File: config.mk
export PLATFORM = sky130hd
export DESIGN_NAME = inert_reader
export DESIGN_NICKNAME = d
export VERILOG_FILES = /design/src/rtl/inert_pkg.sv /design/src/rtl/inert_reader.sv
export SDC_FILE = /design/constraint.sdc
export NUM_CORES = 1
export LEC_CHECK = 0
export CAP_MARGIN = 20
export CORE_MARGIN = 1
export CORE_UTILIZATION = 53
export CTS_CLUSTER_SIZE = 24
export DETAILED_ROUTE_END_ITERATION = 7
export PLACE_DENSITY = 0.84
export SYNTH_ARGS = -nofsm -noshare
export SYNTH_HDL_FRONTEND = slang
export SYNTH_SLANG_ARGS = --single-unit
File: constraint.sdc
create_clock -name clk -period 3.6 [get_ports clk]
set_input_delay 0.72 -clock clk [delete_from_list [all_inputs] [get_ports clk]]
set_output_delay 0.72 -clock clk [all_outputs]
set_load 0.01 [all_outputs]
File: src/rtl/inert_pkg.sv
// rtl/inert_pkg.sv - shared FSM state encoding and SPI command words for the inertial reader
package inert_pkg;

    typedef enum logic [2:0] {
        PWRUP    = 3'd0,
        WR1      = 3'd1,
        WR2      = 3'd2,
        WR3      = 3'd3,
        WAIT_INT = 3'd4,
        RD_L     = 3'd5,
        RD_H     = 3'd6
    } state_t;

    localparam logic [15:0] CMD_CFG0 = 16'h0D02;
    localparam logic [15:0] CMD_CFG1 = 16'h1160;
    localparam logic [15:0] CMD_CFG2 = 16'h1440;
    localparam logic [15:0] CMD_RD_L = 16'hA600;
    localparam logic [15:0] CMD_RD_H = 16'hA700;

endpackage

File: src/rtl/inert_reader.sv
// rtl/inert_reader.sv - configures the inertial sensor over SPI, then reads yaw rate on each data-ready
module inert_reader
    import inert_pkg::*;
#(
    parameter int PWRUP_W = 16
) (
    input  logic        clk,
    input  logic        rst_n,
    input  logic        INT,
    input  logic        done,
    input  logic [15:0] rd_data,
    output logic        wrt,
    output logic [15:0] cmd,
    output logic [15:0] yaw_rt,
    output logic        vld
);

    state_t               state_q, state_d;
    logic [PWRUP_W-1:0]   timer_q, timer_d;
    logic [7:0]           yaw_l_q, yaw_l_d;
    logic [15:0]          yaw_rt_q, yaw_rt_d;
    logic [15:0]          cmd_q, cmd_d;
    logic                 wrt_q, wrt_d;
    logic                 vld_q, vld_d;
    logic                 int_ff1_q, int_ff2_q;
    logic                 done_ff_q;
    logic                 done_rise;
    logic                 unused_rd_hi;

    // Only the low byte carries the register value.
    assign unused_rd_hi = &rd_data[15:8];

    // Edge, not level: a done held high must not walk the FSM through several states.
    assign done_rise = done & ~done_ff_q;

    always_comb begin
        state_d  = state_q;
        timer_d  = timer_q;
        yaw_l_d  = yaw_l_q;
        yaw_rt_d = yaw_rt_q;
        cmd_d    = cmd_q;
        wrt_d    = 1'b0;
        vld_d    = 1'b0;
        case (state_q)
            PWRUP: begin
                timer_d = timer_q + 1'b1;
                if (&timer_q) begin
                    timer_d = '0;
                    wrt_d   = 1'b1;
                    cmd_d   = CMD_CFG0;
                    state_d = WR1;
                end
            end
            WR1: if (done_rise) begin
                wrt_d   = 1'b1;
                cmd_d   = CMD_CFG1;
                state_d = WR2;
            end
            WR2: if (done_rise) begin
                wrt_d   = 1'b1;
                cmd_d   = CMD_CFG2;
                state_d = WR3;
            end
            WR3: if (done_rise) state_d = WAIT_INT;
            WAIT_INT: if (int_ff2_q) begin
                wrt_d   = 1'b1;
                cmd_d   = CMD_RD_L;
                state_d = RD_L;
            end
            RD_L: if (done_rise) begin
                yaw_l_d = rd_data[7:0];
                wrt_d   = 1'b1;
                cmd_d   = CMD_RD_H;
                state_d = RD_H;
            end
            RD_H: if (done_rise) begin
                yaw_rt_d = {rd_data[7:0], yaw_l_q};
                vld_d    = 1'b1;
                state_d  = WAIT_INT;
            end
            default: state_d = PWRUP;
        endcase
    end

    always_ff @(posedge clk or negedge rst_n) begin
        if (!rst_n) begin
            state_q   <= PWRUP;
            timer_q   <= '0;
            yaw_l_q   <= 8'h00;
            yaw_rt_q  <= 16'h0000;
            cmd_q     <= 16'h0000;
            wrt_q     <= 1'b0;
            vld_q     <= 1'b0;
            int_ff1_q <= 1'b0;
            int_ff2_q <= 1'b0;
            done_ff_q <= 1'b0;
        end else begin
            state_q   <= state_d;
            timer_q   <= timer_d;
            yaw_l_q   <= yaw_l_d;
            yaw_rt_q  <= yaw_rt_d;
            cmd_q     <= cmd_d;
            wrt_q     <= wrt_d;
            vld_q     <= vld_d;
            int_ff1_q <= INT;
            int_ff2_q <= int_ff1_q;
            done_ff_q <= done;
        end
    end

    assign wrt    = wrt_q;
    assign cmd    = cmd_q;
    assign yaw_rt = yaw_rt_q;
    assign vld    = vld_q;

endmodule
### Word-level counts from Yosys, hierarchy flattened

Index checks and enable logic that the tools add are counted.

| word-level totals | value |
|---|---|
| register bits | 64 |
| output and inout bits | 34 |

| operators by class | value |
|---|---|
| $add $sub $neg | 1 |
| equality and inequality tests | 12 |
| multiplexer cells | 19 |
| bitwise gates (word level) | 2 |
| reductions and logical operators | 9 |

Operators with widths:

| cell | number |
|---|---|
| two-way mux 16 bit | 6 |
| case mux 16 bit (5 select lines) | 1 |
| two-way mux 3 bit | 6 |
| case mux 3 bit (6 select lines) | 1 |
| adder 16 x 1 -> 16 bit, second input constant | 1 |
| AND reduction 16 bit | 1 |
| AND reduction 6 bit | 2 |
| inequality test 2 bit, second input constant | 5 |
| equality test 3 bit, second input constant | 3 |
| equality test 3 x 2 -> 1 bit, second input constant | 2 |
| nonzero test 5 bit | 1 |
| two-way mux 1 bit | 4 |
| AND reduction 2 bit | 2 |
| equality test 3 x 1 -> 1 bit, second input constant | 1 |
| zero test 3 bit | 1 |
| case mux 1 bit (3 select lines) | 1 |
| OR reduction 3 bit | 1 |
| inequality test 2 x 1 -> 1 bit, second input constant | 1 |
| OR reduction 2 bit | 1 |
| bitwise AND 1 bit | 1 |
| inverter 1 bit | 1 |

### Depth between registers and ports, before layout

| depth | value |
|---|---|
| word-level depth | 4 |
| depth in mapped cells | 6 |
| gate-level depth less buffers | 5 |

### Worst setup path before layout

No wires, ideal clock.

| timing | value |
|---|---|
| path kind | input -> register |
| start point | input done |
| end point | register yaw_rt_q[10], in the netlist yaw_rt[10] |
| arrival time | 2.031 ns |
| data required time | 3.475 ns |
| setup slack | 1.445 ns |
| stages on the path | 5 |
| buffers on the path | 2 |
| path through | nor2b_1 > and3_1 > clkbuf_1 > buf_2 > mux2_2 |

| on the way | value |
|---|---|
| longest elaborated chain between the ends | 2 |

Ends and longest elaborated chain:

| what | RTL line | source |
|---|---|---|
| start: declaration | inert_reader.sv:10 | `input logic done,` |
| bitwise AND 1 bit | inert_reader.sv:34 | `assign done_rise = done & ~done_ff_q;` |
| AND reduction 2 bit (no line) | - |  |
| end signal: assignment | inert_reader.sv:101 | `yaw_rt_q <= yaw_rt_d;` |
| end: declaration | inert_reader.sv:21 | `logic [15:0] yaw_rt_q, yaw_rt_d;` |

No other way between the ends.
A chain may end at the register's enable or synchronous reset.

### Worst setup path in the final report

| timing | value |
|---|---|
| start point | input done |
| end point | register cmd_q[5], in the netlist cmd[5] |

| on the way | value |
|---|---|
| longest elaborated chain between the ends | 3 |
| elaborated cells between the ends (all ways) | 5 |
| classes of those cells | 3 x eq/ne; 1 x bitwise; 1 x reduce/logical |

Ends and longest elaborated chain:

| what | RTL line | source |
|---|---|---|
| bitwise AND 1 bit * | inert_reader.sv:34 |  |
| inequality test 2 bit (no line) | - |  |
| AND reduction 6 bit (no line) * | - |  |
| end signal: assignment | inert_reader.sv:102 | `cmd_q <= cmd_d;` |
| end: declaration | inert_reader.sv:22 | `logic [15:0] cmd_q, cmd_d;` |

Every way passes the cells marked *; elsewhere a longest branch is shown, timed or not.

==> reports/qor.txt <==
Hold Slack = 0.369 ns
DR pass1 iterations = 4
clock sinks = 54
first-pass GRT wire length = 6140 um
Period minus WS final = 2.38 ns
power after layout = 1920 uW
Max-cap violations = 0
yosys warns = 0
Core Rows = 23
core area = 4120 um^2
grt met2 use = 28.6%
Most Crowded Layer GR = met2
Final Skew = 0.00765 ns
share of the synthesized area in the top cell type = 58.0%
Port Buf Inserts = 39
worst-path cell chain = clkdlybuf4s50_1, nor3b_1, a211oi_1, nor4b_1, a31o_2
CTS max path bufs = 2
unrepaired setup endpoints after global routing = no
routed vias/inst = 5.32
post-route cell area = 2810 um^2
final hold violations = 0
kind of critical path = in2reg
Synth Instances = 195
R2R Setup Slk = 1.36 ns
status = complete, no violations
Hold/Removal Path Class = reg2reg
setup_tns = 0 ns
Starting Density = 56.6%
Final period util = 66.1%
Post-DRT Antenna Nets = 0
detailed-route via count = 1490
Async S/R FF share, synth = 100%
chip width = 68.3 um
dpl cells = 273
clock slew at the register clock pins of the worst setup and hold paths = 0.09 ns
Overflow after GRT = 0
Resized Gates After CTS = 0
Die ar. = 4670 um^2
Bufs and invs on worst path = 1
worst path required time = 3.80 ns
Crit Path Max Fanout = 10
Worst-Skew Late Latency = 0.30 ns
ANT cells = 0
I/O Pins = 54
Crit path arrival time = 2.58 ns
Layout Cells excl Fill = 280
post-synth top area cell = dfrtp_1
CP top delay family = compound AO/OA/AOI/OAI gates
largest net degree at the start of global routing = 41
area delta synth->final = 20.6%
nets@finish = 251
Post-DP Area = 2700 um^2
Area contributors post-synth = dfrtp_1 (58%), mux2_2 (12%), buf_4 (3.2%)
slowest stage delay, CP = 0.82 ns
WL final = 3780 um
total CTS buffers = 5
DRC Markers = 0
pwr/cell area = 685 nW/um^2
Max VDD drop = 415 uV
crit path launch type = input port
layout cells sized above 1 = 16.1%
top_reg_cell synth = dfrtp_1
met1 Usage GRT = 23.8%
gp weighted congestion = 0.775
count leader, synth = dfrtp_1
post-CTS setup buffer count = 0
htree depth = 2
Post-synth EDFFs = 0
register area share after synthesis = 58.0%
Final setup viols = 0
antenna violations before repair = 0
M3 GR Usage = 3.50%
die height = 68.3 um
hold-fix buffers at CTS = 0
CP max stage cell = a211oi_1
CP Capture Type = register
Leak = 0.00127 uW
synthesized flop and latch total = 54
Cell variety after synth = 36
Tightest Pin Transition = 1.00 ns
Fill cells = 303
Slew HR = 32.8%
clock root cell = clkbuf_8
overall routing resource usage = 18.3%
Final HPWL DP = 2600 um
commonest cells in the netlist = dfrtp_1 (54), mux2_2 (25), nand2_1 (12), nor2_1 (11), buf_4 (10)
mapped cell area = 2330 um^2
Max Clk Rate = 420 MHz
TritonCTS clock tree = yes
DRT iter0 DRCs = 88
DR WL/cell = 13.5 um
max-slew violation count = 0
vias in the first global route = 1391
post-synthesis average cell area = 12.0 um^2
## cell type report
type	count	area [um^2]	share of cell area, %
Sequential cell	54	1350	48.1
Multi-Input combinational cell	121	862	30.7
Timing Repair Buffer	41	400	14.2
Clock buffer	5	68.8	2.45
Tap cell	50	62.6	2.23
Clock inverter	2	38.8	1.38
Inverter	7	26.3	0.935
## worst paths after layout
path / from / end / cells past startpoint
worst max-delay path: done / cmd[5]$_DFFE_PN0P_ / 5
worst min-delay path: int_ff1_q$_DFF_PN0_ / int_ff2_q$_DFF_PN0_ / 0
worst max register to register: state_q[1]$_DFFE_PN0P_ / timer_q[11]$_DFFE_PN0N_ / 4
worst min register to register: int_ff1_q$_DFF_PN0_ / int_ff2_q$_DFF_PN0_ / 0
max in group asynchronous: rst_n / yaw_rt[3]$_DFFE_PN0P_ / 2
min in group asynchronous: rst_n / timer_q[5]$_DFFE_PN0N_ / 1
## report_power, final
part / total (uW) / internal [uW] / switching, uW
registers: 941 / 786 / 154
clock network: 389 / 205 / 184
logic: 595 / 364 / 231
total: 1920 / 1350 / 570
## metrics by stage
step	setup WS [ns]	util, %
after floorplan	1.44	-
final	1.22	68.3
after CTS	1.21	68.3
after global routing	1.06	68.3
after detailed placement	0.899	65.7
after global placement	0.884	65.7
## cell usage in the layout (no fill, tap or decap), types with 3 or more instances in the layout
cell | synthesis | routed
nor2_1 | 11 | 11
nor3_1 | 4 | 4
dfrtp_1 | 54 | 54
a31oi_1 | 3 | 3
nand4_1 | 4 | 4
o21ai_0 | 6 | 6
xnor2_1 | 6 | 6
clkbuf_8 | 0 | 5
xor2_1 | 7 | 7
inv_1 | 7 | 7
and3_1 | 3 | 3
or3_1 | 4 | 4
a21oi_1 | 6 | 6
mux2_2 | 25 | 25
conb_1 | 1 | 6
nand3_1 | 4 | 4
nand2_1 | 12 | 12
clkdlybuf4s50_1 | 0 | 38
## sequential cells by signal, summed over array words and instances, names as in the netlist
| name | cells |
|---|---|
| state_q | 3 |
| yaw_l_q | 8 |
| int_ff2_q | 1 |
| timer_q | 16 |
| wrt | 1 |
| vld | 1 |
| done_ff_q | 1 |
| int_ff1_q | 1 |
| yaw_rt | 16 |
| cmd | 6 |
## worst register-to-register path, delay by kind of cell, from the launching register on
family	cells	cell delay (ns)
simple gates	3	1.49
compound gates	1	0.15
flops	1	0.54
## cell families (layout without fill, tap and decap cells)
family	count (synthesis)	count (layout)	synth area share, %
fa+ha+maj	2	2	0.966
flops	54	54	58.0
simple gates	56	56	13.2
other cells	1	6	0.161
mux	25	25	12.1
xor+xnor	13	13	4.88
buf+inv	25	55	5.85
compound gates	19	19	4.89
## metal layers
layer  wire (um)  vias to the layer above
li1            -                      732
met4          68                        0
met3         148                        6
met2        1710                       40
met5           0                        -
met1        1860                      712
Note: power is estimated with default switching activity, not from simulation.
